==> config.mk <==
export PLATFORM = sky130hd
export DESIGN_NAME = inst_fetch
export DESIGN_NICKNAME = d
export VERILOG_FILES = /design/src/rtl/inst_fetch.sv
export SDC_FILE = /design/constraint.sdc
export NUM_CORES = 1
export LEC_CHECK = 0
export BUFFER_PORTS_ARGS = -buffer_cell sky130_fd_sc_hd__buf_4
export CELL_PAD_IN_SITES_DETAIL_PLACEMENT = 0
export CELL_PAD_IN_SITES_GLOBAL_PLACEMENT = 1
export CORE_MARGIN = 5
export CORE_UTILIZATION = 39
export CTS_CLUSTER_SIZE = 10
export DETAILED_ROUTE_END_ITERATION = 12
export GPL_TIMING_DRIVEN = 0
export PLACE_DENSITY_LB_ADDON = 0.1
export SLEW_MARGIN = 25
export SYNTH_ARGS = -nofsm -noshare
export SYNTH_HDL_FRONTEND = slang
export SYNTH_SLANG_ARGS = --single-unit
==> constraint.sdc <==
create_clock -name clk -period 4.86 [get_ports clk]
set_input_delay 0.972 -clock clk [delete_from_list [all_inputs] [get_ports clk]]
set_output_delay 0.972 -clock clk [all_outputs]
set_load 0.05 [all_outputs]
==> src/rtl/inst_fetch.sv <==
// Instruction fetch stage: issues one memory request per PC, holds the
// returned word for decode, and recovers from flushes and hung memory.
module inst_fetch #(
  parameter logic [31:0] RESET_INST = 32'h0000_0000,
  parameter int          MAX_WAIT   = 255,
  parameter int          CNT_W      = 16
) (
  input  logic        clk,
  input  logic        clr,
  input  logic [31:0] fetch_pc,
  input  logic        fetch_en,
  input  logic        flush,
  output logic        mem_req,
  output logic [31:0] mem_addr,
  input  logic        mem_ack,
  input  logic [31:0] mem_rdata,
  output logic        inst_valid,
  output logic [31:0] inst,
  output logic [31:0] inst_pc,
  input  logic        inst_ready,
  output logic        pc_hold,
  output logic        fetch_err
);

  typedef enum logic [1:0] {
    IDLE,
    WAIT,
    FULL,
    DROP
  } state_t;

  localparam logic [CNT_W-1:0] LAST = CNT_W'(MAX_WAIT - 1);

  state_t           state, state_d;
  logic [CNT_W-1:0] cnt, cnt_d;
  logic [31:0]      addr_q, addr_d;
  logic [31:0]      inst_d, inst_pc_d;
  logic             at_last;

  assign at_last    = (cnt == LAST);
  assign mem_req    = (state == WAIT);
  assign mem_addr   = addr_q;
  assign inst_valid = (state == FULL);

  always_ff @(posedge clk or posedge clr) begin
    if (clr) begin
      state   <= IDLE;
      cnt     <= '0;
      addr_q  <= '0;
      inst    <= RESET_INST;
      inst_pc <= '0;
    end else begin
      state   <= state_d;
      cnt     <= cnt_d;
      addr_q  <= addr_d;
      inst    <= inst_d;
      inst_pc <= inst_pc_d;
    end
  end

  always_comb begin
    state_d   = state;
    cnt_d     = cnt;
    addr_d    = addr_q;
    inst_d    = inst;
    inst_pc_d = inst_pc;
    pc_hold   = 1'b0;
    fetch_err = 1'b0;
    unique case (state)
      IDLE: begin
        if (fetch_en && !flush) begin
          addr_d  = fetch_pc;
          cnt_d   = '0;
          state_d = WAIT;
        end
      end
      WAIT: begin
        pc_hold = 1'b1;
        if (flush) begin
          cnt_d   = '0;
          state_d = mem_ack ? IDLE : DROP;
        end else if (mem_ack) begin
          inst_d    = mem_rdata;
          inst_pc_d = addr_q;
          state_d   = FULL;
        end else if (at_last) begin
          fetch_err = 1'b1;
          state_d   = IDLE;
        end else begin
          cnt_d = cnt + 1'b1;
        end
      end
      FULL: begin
        pc_hold = !inst_ready;
        if (flush) begin
          state_d = IDLE;
        end else if (inst_ready && fetch_en) begin
          addr_d  = fetch_pc;
          cnt_d   = '0;
          state_d = WAIT;
        end else if (inst_ready) begin
          state_d = IDLE;
        end
      end
      DROP: begin
        // Waits out the abandoned request so its ack cannot be misread
        pc_hold = 1'b1;
        if (mem_ack || at_last) begin
          state_d = IDLE;
        end else begin
          cnt_d = cnt + 1'b1;
        end
      end
      default: state_d = IDLE;
    endcase
  end

endmodule
* After elaboration in Yosys (flattened, before gate mapping) *
Cells that the tools add are included.

operators by class
  bitwise gates (word level) = 1
  multipliers = 0
  shift-type cells = 0
  reduce and logical (&&, ||, !) cells = 12
  $lt $le $gt $ge = 0
  add/sub/neg operators = 1
  equality and inequality tests = 13
  multiplexer cells = 27
  div/mod/pow operators = 0

operator list
  cell                                                    number
  2-to-1 mux 16 bit                                       7
  2-to-1 mux 32 bit                                       3
  case mux 16 bit (4 select lines)                        1
  case mux 32 bit (2 select lines)                        1
  2-to-1 mux 2 bit                                        9
  adder 16 x 1 -> 16 bit (second input constant)          1
  equality test 16 x 8 -> 1 bit (second input constant)   1
  inequality test 2 bit (second input constant)           4
  inequality test 4 x 2 -> 1 bit (second input constant)  2
  case mux 2 bit (4 select lines)                         1
  AND reduction 4 bit                                     2
  inequality test 3 bit (second input constant)           2
  AND reduction 6 bit                                     1
  equality test 2 bit (second input constant)             2
  2-to-1 mux 1 bit                                        4
  AND reduction 3 bit                                     1
  equality test 2 x 1 -> 1 bit (second input constant)    1
  logical AND 1 bit                                       2
  logical NOT 1 bit                                       2
  logical NOT 2 bit                                       1
  inequality test 2 x 1 -> 1 bit (second input constant)  1
  case mux 1 bit (2 select lines)                         1
  nonzero test 2 bit                                      1
  OR reduction 2 bit                                      1
  other kinds (2)                                         2

word-level totals
  register bits = 114
  memories kept = 0
  memory bits (read-only) = 0
  latch bits = 0
  output and inout bits = 100
  bits of input ports = 70
  RAM bits = 0

* Longest topological paths before layout *
Gate-level depths: netlist of run 1.

  depth after elaboration = 5
  depth in mapped cells = 8

* Worst setup path after synthesis of run 1 *
OpenSTA, ideal clock, no wires.

  path kind = input-to-output
  from = in mem_ack
  to = out fetch_err
  path slack = 1,361 ps
  data required time = 3,888 ps
  stages on the path = 1
  arrival = 2,527 ps
  cell sequence = nor4_1

on the way
  longest elaborated chain between the ends = 3

ends and longest elaborated chain
  element             line  RTL
  start: declaration  15    input logic mem_ack,
  2-to-1 mux 1 bit    82    end else if (mem_ack) begin
  2-to-1 mux 1 bit    79    if (flush) begin
  2-to-1 mux 1 bit    69    unique case (state)
  end: declaration    22    output logic fetch_err

Every way passes these cells.

* Final worst setup path of run 1 *
  from = reg cnt[0]
  to = out fetch_err

on the way
  longest elaborated chain between the ends = 5

ends and longest elaborated chain
  element                        line  RTL
  start: declaration             35    logic [CNT_W-1:0] cnt, cnt_d;
  start signal: assignment       54    cnt <= cnt_d;
  equality test 16 x 8 -> 1 bit  40    assign at_last = (cnt == LAST);
  2-to-1 mux 1 bit               86    end else if (at_last) begin
  2-to-1 mux 1 bit               82
  2-to-1 mux 1 bit               79
  2-to-1 mux 1 bit               69

Every way passes these cells.

==> flow_summary.toml, run 1 <==
[logic_synthesis]
synthArstFlopShare_pct = 100
yosys_warnings = 0
synth_ff_type = "dfrtp_1"
yosysSeqAreaShare_pct = 60.4
syn_area_per_cell_um2 = 14.1
synth-edff-count = 0
syn_inst = 334
syn-cell-area_um2 = 4730
syn-num-nets = 407
ys_seq_elements = 114
yosysUniqueCellTypes = 44

[placement]
port_buffers = 169
dp_cells = 651
place.gp.congestion = 0.753
dp_hpwl_um = 8220

[layout]
stdcell_count = 683
post-route-util_pct = 57.2
final_common_cell = "buf_4"
area_growth_pct = 44.7
layout_common_cells = "buf_4, dfrtp_1, mux2_2"
n_antenna_cell = 0
drive_gt1_share_pct = 58.6
layout.nets = 596

[setup_path]
r2r_start = "state[1]"
worst-path-buf-inv = 2
cp-end-kind = "output pin"
slowest_delay_ns = 0.43
setup.worst_path.class = "flop to output pin"
cp_slowest_cell = "dfrtp_1"
crit_path_cell_trace = "inv_1, ha_1, nor4b_2, nand4_4, nor4_1, buf_4"
path_delay_family = "simple AND/OR/NAND/NOR gates"
r2r_setup_slack_ns = 2.81
cp-start-kind = "flop"
worstSetupPathDepth = 6
required_ns = 3.89
ff2ff_path_depth = 5
r2r_end = "inst_pc[4]"
path_max_fanout = 6
cp.arrival_ns = 1.99

[min_path]
worstHoldStart = "inst[17]"
hold_class = "flop to flop"
holdPathStages = 1
whs_endpoint = "inst[17]"

[global_route]
grt_pass1_vias = 3451
grt_antenna_before_repair = 0
grt_pass1_wl_um = 18400
grt_max_degree = 75
grt-ovfl-total = 0
grt_use_total_pct = 16.6

[route]
avgRoutedWirePerCell_um = 16.9
vias = 3397
drt_iter0_drc = 147
dr.pass1.iters = 4
drc = 0
wirelength_um = 11500
antenna_left = 0
viasPerCell = 4.97

[timing]
fin_skew_ns = 0.00629
tns_ns = 0
rsz0062_at_grt = "false"
tightest_slew_ns = 0.612
relSlewSlack_pct = 59.1
period_share_pct = 60.9
slew_viol_final = 0
hold_violations = 0
setup_viol = 0
fin_crit_ns = 2.96
fmax_ghz = 0.338

[floorplanning]
die_area_um2 = 14400
pin_count = 170
num_rows = 40
die_x_um = 120
start_util_pct = 39.5
die_y_um = 120
coreArea_um2 = 12000

[clock_tree]
clock_latency_ns = 0.41
cts_made_buffers = 17
htree_levels = 4
cts_hold_buf = 0
path_clk_slew_ns = 0.06
cts_sinks = 114
clk_path_buf_depth = 2
post-cts-setup-buffers = 0
cts_tree = "yes"
root_buffer = "clkbuf_16"
post_cts_resized = 0

[job]
timing.max_cap.violations = 0

[run_status]
status = "finished, final reports clean"
==> per-stage QoR <==
stage	hold slack [ns]	cell area (um^2)	setup slack [ns]
2_1_floorplan	0.461	4730	0.872
3_5_place_dp	0.479	6210	2.22
5_1_grt	0.511	6840	1.74
4_1_cts	0.492	6840	1.84
6_report	0.482	6840	1.90
3_3_place_gp	0.468	6180	-0.550
==> cells by family after synthesis <==
kind of cell / synth area share [%]
flops: 60.4
mux: 23.1
simple gates: 7.02
compound gates: 6.27
buf+inv: 2.46
fa+ha+maj: 0.794
==> registers in the layout, indices dropped and copies added, names as in the netlist <==
name / flops
inst_pc: 32
cnt: 16
mem_addr: 32
state: 2
inst: 32
==> Yosys cell counts, types with 2 or more instances <==
cell type | number | area, um^2
o31ai_1 | 11 | 82.6
nand3_1 | 9 | 45.0
nand4_1 | 2 | 12.5
a31oi_1 | 4 | 25.0
and4_1 | 3 | 26.3
nand2_1 | 12 | 45.0
buf_2 | 12 | 60.1
mux2_2 | 90 | 1010
ha_1 | 3 | 37.5
inv_1 | 8 | 30.0
o21ai_1 | 5 | 25.0
o21ai_0 | 10 | 50.1
nor2_1 | 4 | 15.0
mux2_1 | 6 | 67.6
clkbuf_1 | 3 | 11.3
dfrtp_1 | 114 | 2850
or4_1 | 2 | 15.0
nor4_1 | 2 | 12.5
nand2b_1 | 2 | 12.5
nor2b_1 | 3 | 18.8
a21oi_1 | 5 | 25.0
and3_1 | 2 | 12.5
==> how the worst max path moves through the flow <==
stage | end | startpoint
global placement | inst[19] | clr
detailed placement | fetch_err | flush
floorplan | cnt[0] | clr
global route | fetch_err | cnt[0]
CTS | fetch_err | cnt[0]
finish | fetch_err | cnt[0]
==> layer usage <==
metal / share of wire (%) / wire length (um) / track usage [%]
met1: 43 / 4940 / 21.0
met2: 47 / 5420 / 25.7
met3: 8.1 / 931 / 6.13
met4: 2.1 / 242 / 7.09
met5: 0 / 0 / 0
==> layout make-up <==
| cell class | count | area, um^2 |
|---|---|---|
| fill | 1006 | 5120 |
| sequential | 114 | 2850 |
| multi-input combinational | 195 | 1760 |
| timing repair buffer | 170 | 1300 |
| clock buffer | 22 | 474 |
| tap | 147 | 184 |
| clock inverter | 10 | 155 |
| buffer | 16 | 82.6 |
| inverter | 9 | 38.8 |
==> worst reg2reg max path, delay by kind of cell (launching register included) <==
family | cells | cell delay [ns]
multiplexers | 1 | 0.37
flip-flops | 1 | 0.35
buffers and inverters | 2 | 0.55
AND/OR/NAND/NOR | 2 | 0.66
Power of run 1 is left out: the tool's default activity adds up to more than one toggle a clock period on the data nets, which glitch-free logic cannot reach.
==> run 2, diff against run 1 <==
- clock period: 4.86 -> 2.8 ns (I/O delays scaled with it)
==> flow_summary.toml, run 2 (synthesis gave the netlist of run 1 again) <==
[run_status]
status = "finished, final reports clean"

[clock_tree]
htree_levels = 4
post_cts_resized = 0
cts_hold_buf = 0
root_buffer = "clkbuf_16"
clk_path_buf_depth = 2
path_clk_slew_ns = 0.05
cts_sinks = 114
cts_made_buffers = 17
clock_latency_ns = 0.41
post-cts-setup-buffers = 0
cts_tree = "yes"

[layout]
n_antenna_cell = 0
area_growth_pct = 45.2
drive_gt1_share_pct = 58.3
layout_common_cells = "buf_4, dfrtp_1, mux2_2"
stdcell_area_um2 = 6860
layout.nets = 599
post-route-util_pct = 57.4
final_common_cell = "buf_4"

[route]
wirelength_um = 11400
avgRoutedWirePerCell_um = 16.7
viasPerCell = 5.01
vias = 3430
antenna_left = 0
drt_iter0_drc = 168
drc = 0
dr.pass1.iters = 4

[floorplanning]
die_x_um = 120
die_y_um = 120
pin_count = 170
coreArea_um2 = 12000
num_rows = 40
die_area_um2 = 14400
start_util_pct = 39.5

[timing]
fmax_ghz = 0.399
rsz0062_at_grt = "false"
tns_ns = 0
tightest_slew_ns = 0.596
period_share_pct = 89.5
hold_violations = 0
slew_viol_final = 0
relSlewSlack_pct = 60.2
fin_skew_ns = 0.00438
fin_crit_ns = 2.51
setup_viol = 0

[global_route]
grt_pass1_wl_um = 18400
grt_pass1_vias = 3560
grt_use_total_pct = 16.5
grt_antenna_before_repair = 0
grt-ovfl-total = 0
grt_max_degree = 29

[setup_path]
setup.worst_path.class = "flop to output pin"
cp-startpoint = "cnt[0]"
required_ns = 2.24
path_max_fanout = 6
cp-end-kind = "output pin"
r2r_start = "state[1]"
cp.arrival_ns = 1.95
cp-start-kind = "flop"

[pwr]
ir_drop_mv = 0.821
powerDensity_nw_per_um2 = 1470
total_power_mw = 10.1
p_leak_nw = 3.23

[placement]
placed_area_um2 = 6280
dp_hpwl_um = 8520
place.gp.congestion = 0.792
port_buffers = 169

[job]
timing.max_cap.violations = 0

[min_path]
hold_class = "input port to asynchronous set/reset pin"
-- run 2: changes by cell type in the layout (fill, tap and decap cells not counted) --
cell	before	now
nor4_2	0	1
nor4_1	2	1
buf_16	1	2
clkinv_2	4	3
clkbuf_8	3	2
bufinv_16	4	3
inv_6	1	0
clkinvlp_4	2	1
buf_12	0	2
clkbuf_1	5	8
-- run 2: layout make-up --
class / instances / area [um^2]
well taps: 147 / 184
clock inverters: 6 / 105
fillers: 1002 / 5100
repair buffers: 173 / 1360
plain buffers: 16 / 82.6
multi-input cells: 195 / 1760
flip-flops and latches: 114 / 2850
inverters: 9 / 37.5
clock buffers: 24 / 472
-- run 2: routing by layer --
metal / global-route usage, % / wire, um / vias up
met5: 0 / 0 / -
met2: 26.6 / 5540 / 123
li1: - / - / 1607
met3: 6.46 / 869 / 16
met1: 20.0 / 4810 / 1684
met4: 6.23 / 181 / 0
-- run 2: final timing paths --
path / to / slack [ns] / depth (start not counted)
worst min register to register: inst_pc[12] / 0.48 / 1
worst min-delay path: inst[15] / 0.22 / 2
worst max-delay path: fetch_err / 0.29 / 6
worst max register to register: inst_pc[3] / 0.81 / 5
max in group asynchronous: inst[24] / 1.84 / 4
min in group clk: mem_addr[29] / 0.38 / 2
-- run 2: report_power, final --
group	total [mW]	internal, mW	switching, mW
Clock	2.12	1.43	0.688
Combinational	5.17	1.70	3.46
Sequential	2.82	2.38	0.434
Total	10.1	5.52	4.59
-- run 2: worst max-delay path: stages (launching register included) --
cell	delay, ns
dfrtp_1	0.43
inv_1	0.08
ha_1	0.13
nor4b_2	0.27
nand4_4	0.19
nor4_2	0.19
buf_4	0.24
-- run 2: metrics by stage --
stage / hold WS, ns / worst slack, ns / instances
after floorplan: 0.461 / 0.338 / 334
after global placement: 0.471 / 0.109 / 650
after detailed placement: 0.476 / 0.635 / 654
after CTS: 0.226 / 0.256 / 684
after global routing: 0.261 / 0.105 / 684
final: 0.223 / 0.294 / 684
Power figures use the tool's default switching activity.
==> run 3, diff against run 2 <==
- CORE_ASPECT_RATIO: unset -> 2
- CORE_UTILIZATION: 39 -> 42
- PLACE_DENSITY: unset -> 0.95
- PLACE_DENSITY_LB_ADDON: 0.1 -> unset
- clock period: 2.8 -> 3.1 ns (I/O delays scaled with it)
==> flow_summary.toml, run 3 (synthesis gave the netlist of run 1 again) <==
[layout]
stdcell_area_um2 = 6820
layout_common_cells = "buf_4, dfrtp_1, mux2_2"
n_antenna_cell = 0
stdcell_count = 677
layout.nets = 599
drive_gt1_share_pct = 59.2
final_common_cell = "buf_4"
area_growth_pct = 44.3

[setup_path]
r2r_start = "state[1]"
cp-end-kind = "output pin"
path_max_fanout = 6
critPathCapture = "fetch_err"
cp-startpoint = "cnt[0]"
setup.worst_path.class = "flop to output pin"
r2r_setup_slack_ns = 1.04
cp-start-kind = "flop"
ff2ff_path_depth = 5
cp.arrival_ns = 1.98
r2r_end = "inst_pc[14]"
required_ns = 2.48

[clock_tree]
root_buffer = "clkbuf_16"
cts_tree = "yes"
cts_sinks = 114
clk_path_buf_depth = 2
post_cts_resized = 0
post-cts-setup-buffers = 0
htree_levels = 4
path_clk_slew_ns = 0.05
clock_latency_ns = 0.40
cts_made_buffers = 17
cts_hold_buf = 0

[timing]
hold_violations = 0
fmax_ghz = 0.385
tightest_slew_ns = 0.550
setup_viol = 0
slew_viol_final = 0
tns_ns = 0
rsz0062_at_grt = "false"
relSlewSlack_pct = 63.2
setup_ws_ns = 0.501
fin_crit_ns = 2.60
fin_skew_ns = 0.00774
period_share_pct = 83.8

[route]
antenna_left = 0
vias = 3445
drt_iter0_drc = 80
dr.pass1.iters = 4
drc = 0
viasPerCell = 5.09
wirelength_um = 12300
avgRoutedWirePerCell_um = 18.1

[min_path]
hold_class = "input port to asynchronous set/reset pin"

[job]
timing.max_cap.violations = 0

[placement]
dp_slack_ns = 0.810
placed_area_um2 = 6270
dp_cells = 647
dp_hpwl_um = 9410
port_buffers = 169
place.gp.congestion = 0.806

[pwr]
total_power_mw = 9.06
ir_drop_mv = 0.676
powerDensity_nw_per_um2 = 1330
p_leak_nw = 3.21

[floorplanning]
die_x_um = 85.0
pin_count = 170
die_y_um = 160
num_rows = 54
coreArea_um2 = 10900
start_util_pct = 43.2
die_area_um2 = 13600

[global_route]
grt_max_degree = 32
grt_pass1_vias = 3746
grt_antenna_before_repair = 0
grt_pass1_wl_um = 19700
grt_use_total_pct = 18.6
grt-ovfl-total = 0

[run_status]
status = "finished, final reports clean"
==> run 3: critical path, cell delays in order, from the launching register on <==
cell and delay [ns]:
dfrtp_1 0.42, inv_1 0.08, ha_1 0.19, nor4b_2 0.30, nand4_4 0.18, nor4_2 0.17, buf_4 0.23
==> run 3: per-stage QoR <==
step	utilization [%]	hold slack (ns)
finish	62.3	0.213
global route	62.3	0.225
detailed placement	57.3	0.476
global placement	56.5	0.471
CTS	62.3	0.207
floorplan	-	0.461
==> run 3: layout make-up <==
| type | instances | area, um^2 |
|---|---|---|
| sequential | 114 | 2850 |
| buffer | 16 | 82.6 |
| tap | 140 | 175 |
| clock inverter | 10 | 86.3 |
| fill | 855 | 4130 |
| multi-input combinational | 195 | 1760 |
| inverter | 9 | 37.5 |
| timing repair buffer | 173 | 1360 |
| clock buffer | 20 | 467 |
==> run 3: routing by layer <==
metal  wire [um]  part of all wire (%)  up-vias  track usage [%]
li1            -                     -     1600                -
met1        4180                    34     1709             19.0
met2        7110                    58      120             34.7
met3         737                   6.0       16             5.36
met4         247                   2.0        0             6.84
met5           0                     0        -                0
==> run 3: worst min path at each step <==
| stage | end | slack (ns) | cells past startpoint |
|---|---|---|---|
| global placement | inst_pc[10] | 0.47 | 1 |
| finish | mem_addr[2] | 0.21 | 2 |
| global route | mem_addr[2] | 0.23 | 2 |
| CTS | inst_pc[2] | 0.21 | 2 |
| detailed placement | inst_pc[11] | 0.48 | 1 |
| floorplan | cnt[10] | 0.46 | 1 |
==> run 3: where the power goes <==
group | switching [mW] | internal (mW) | total, mW
Clock | 0.639 | 1.15 | 1.79
Combinational | 3.17 | 1.54 | 4.71
Sequential | 0.416 | 2.15 | 2.57
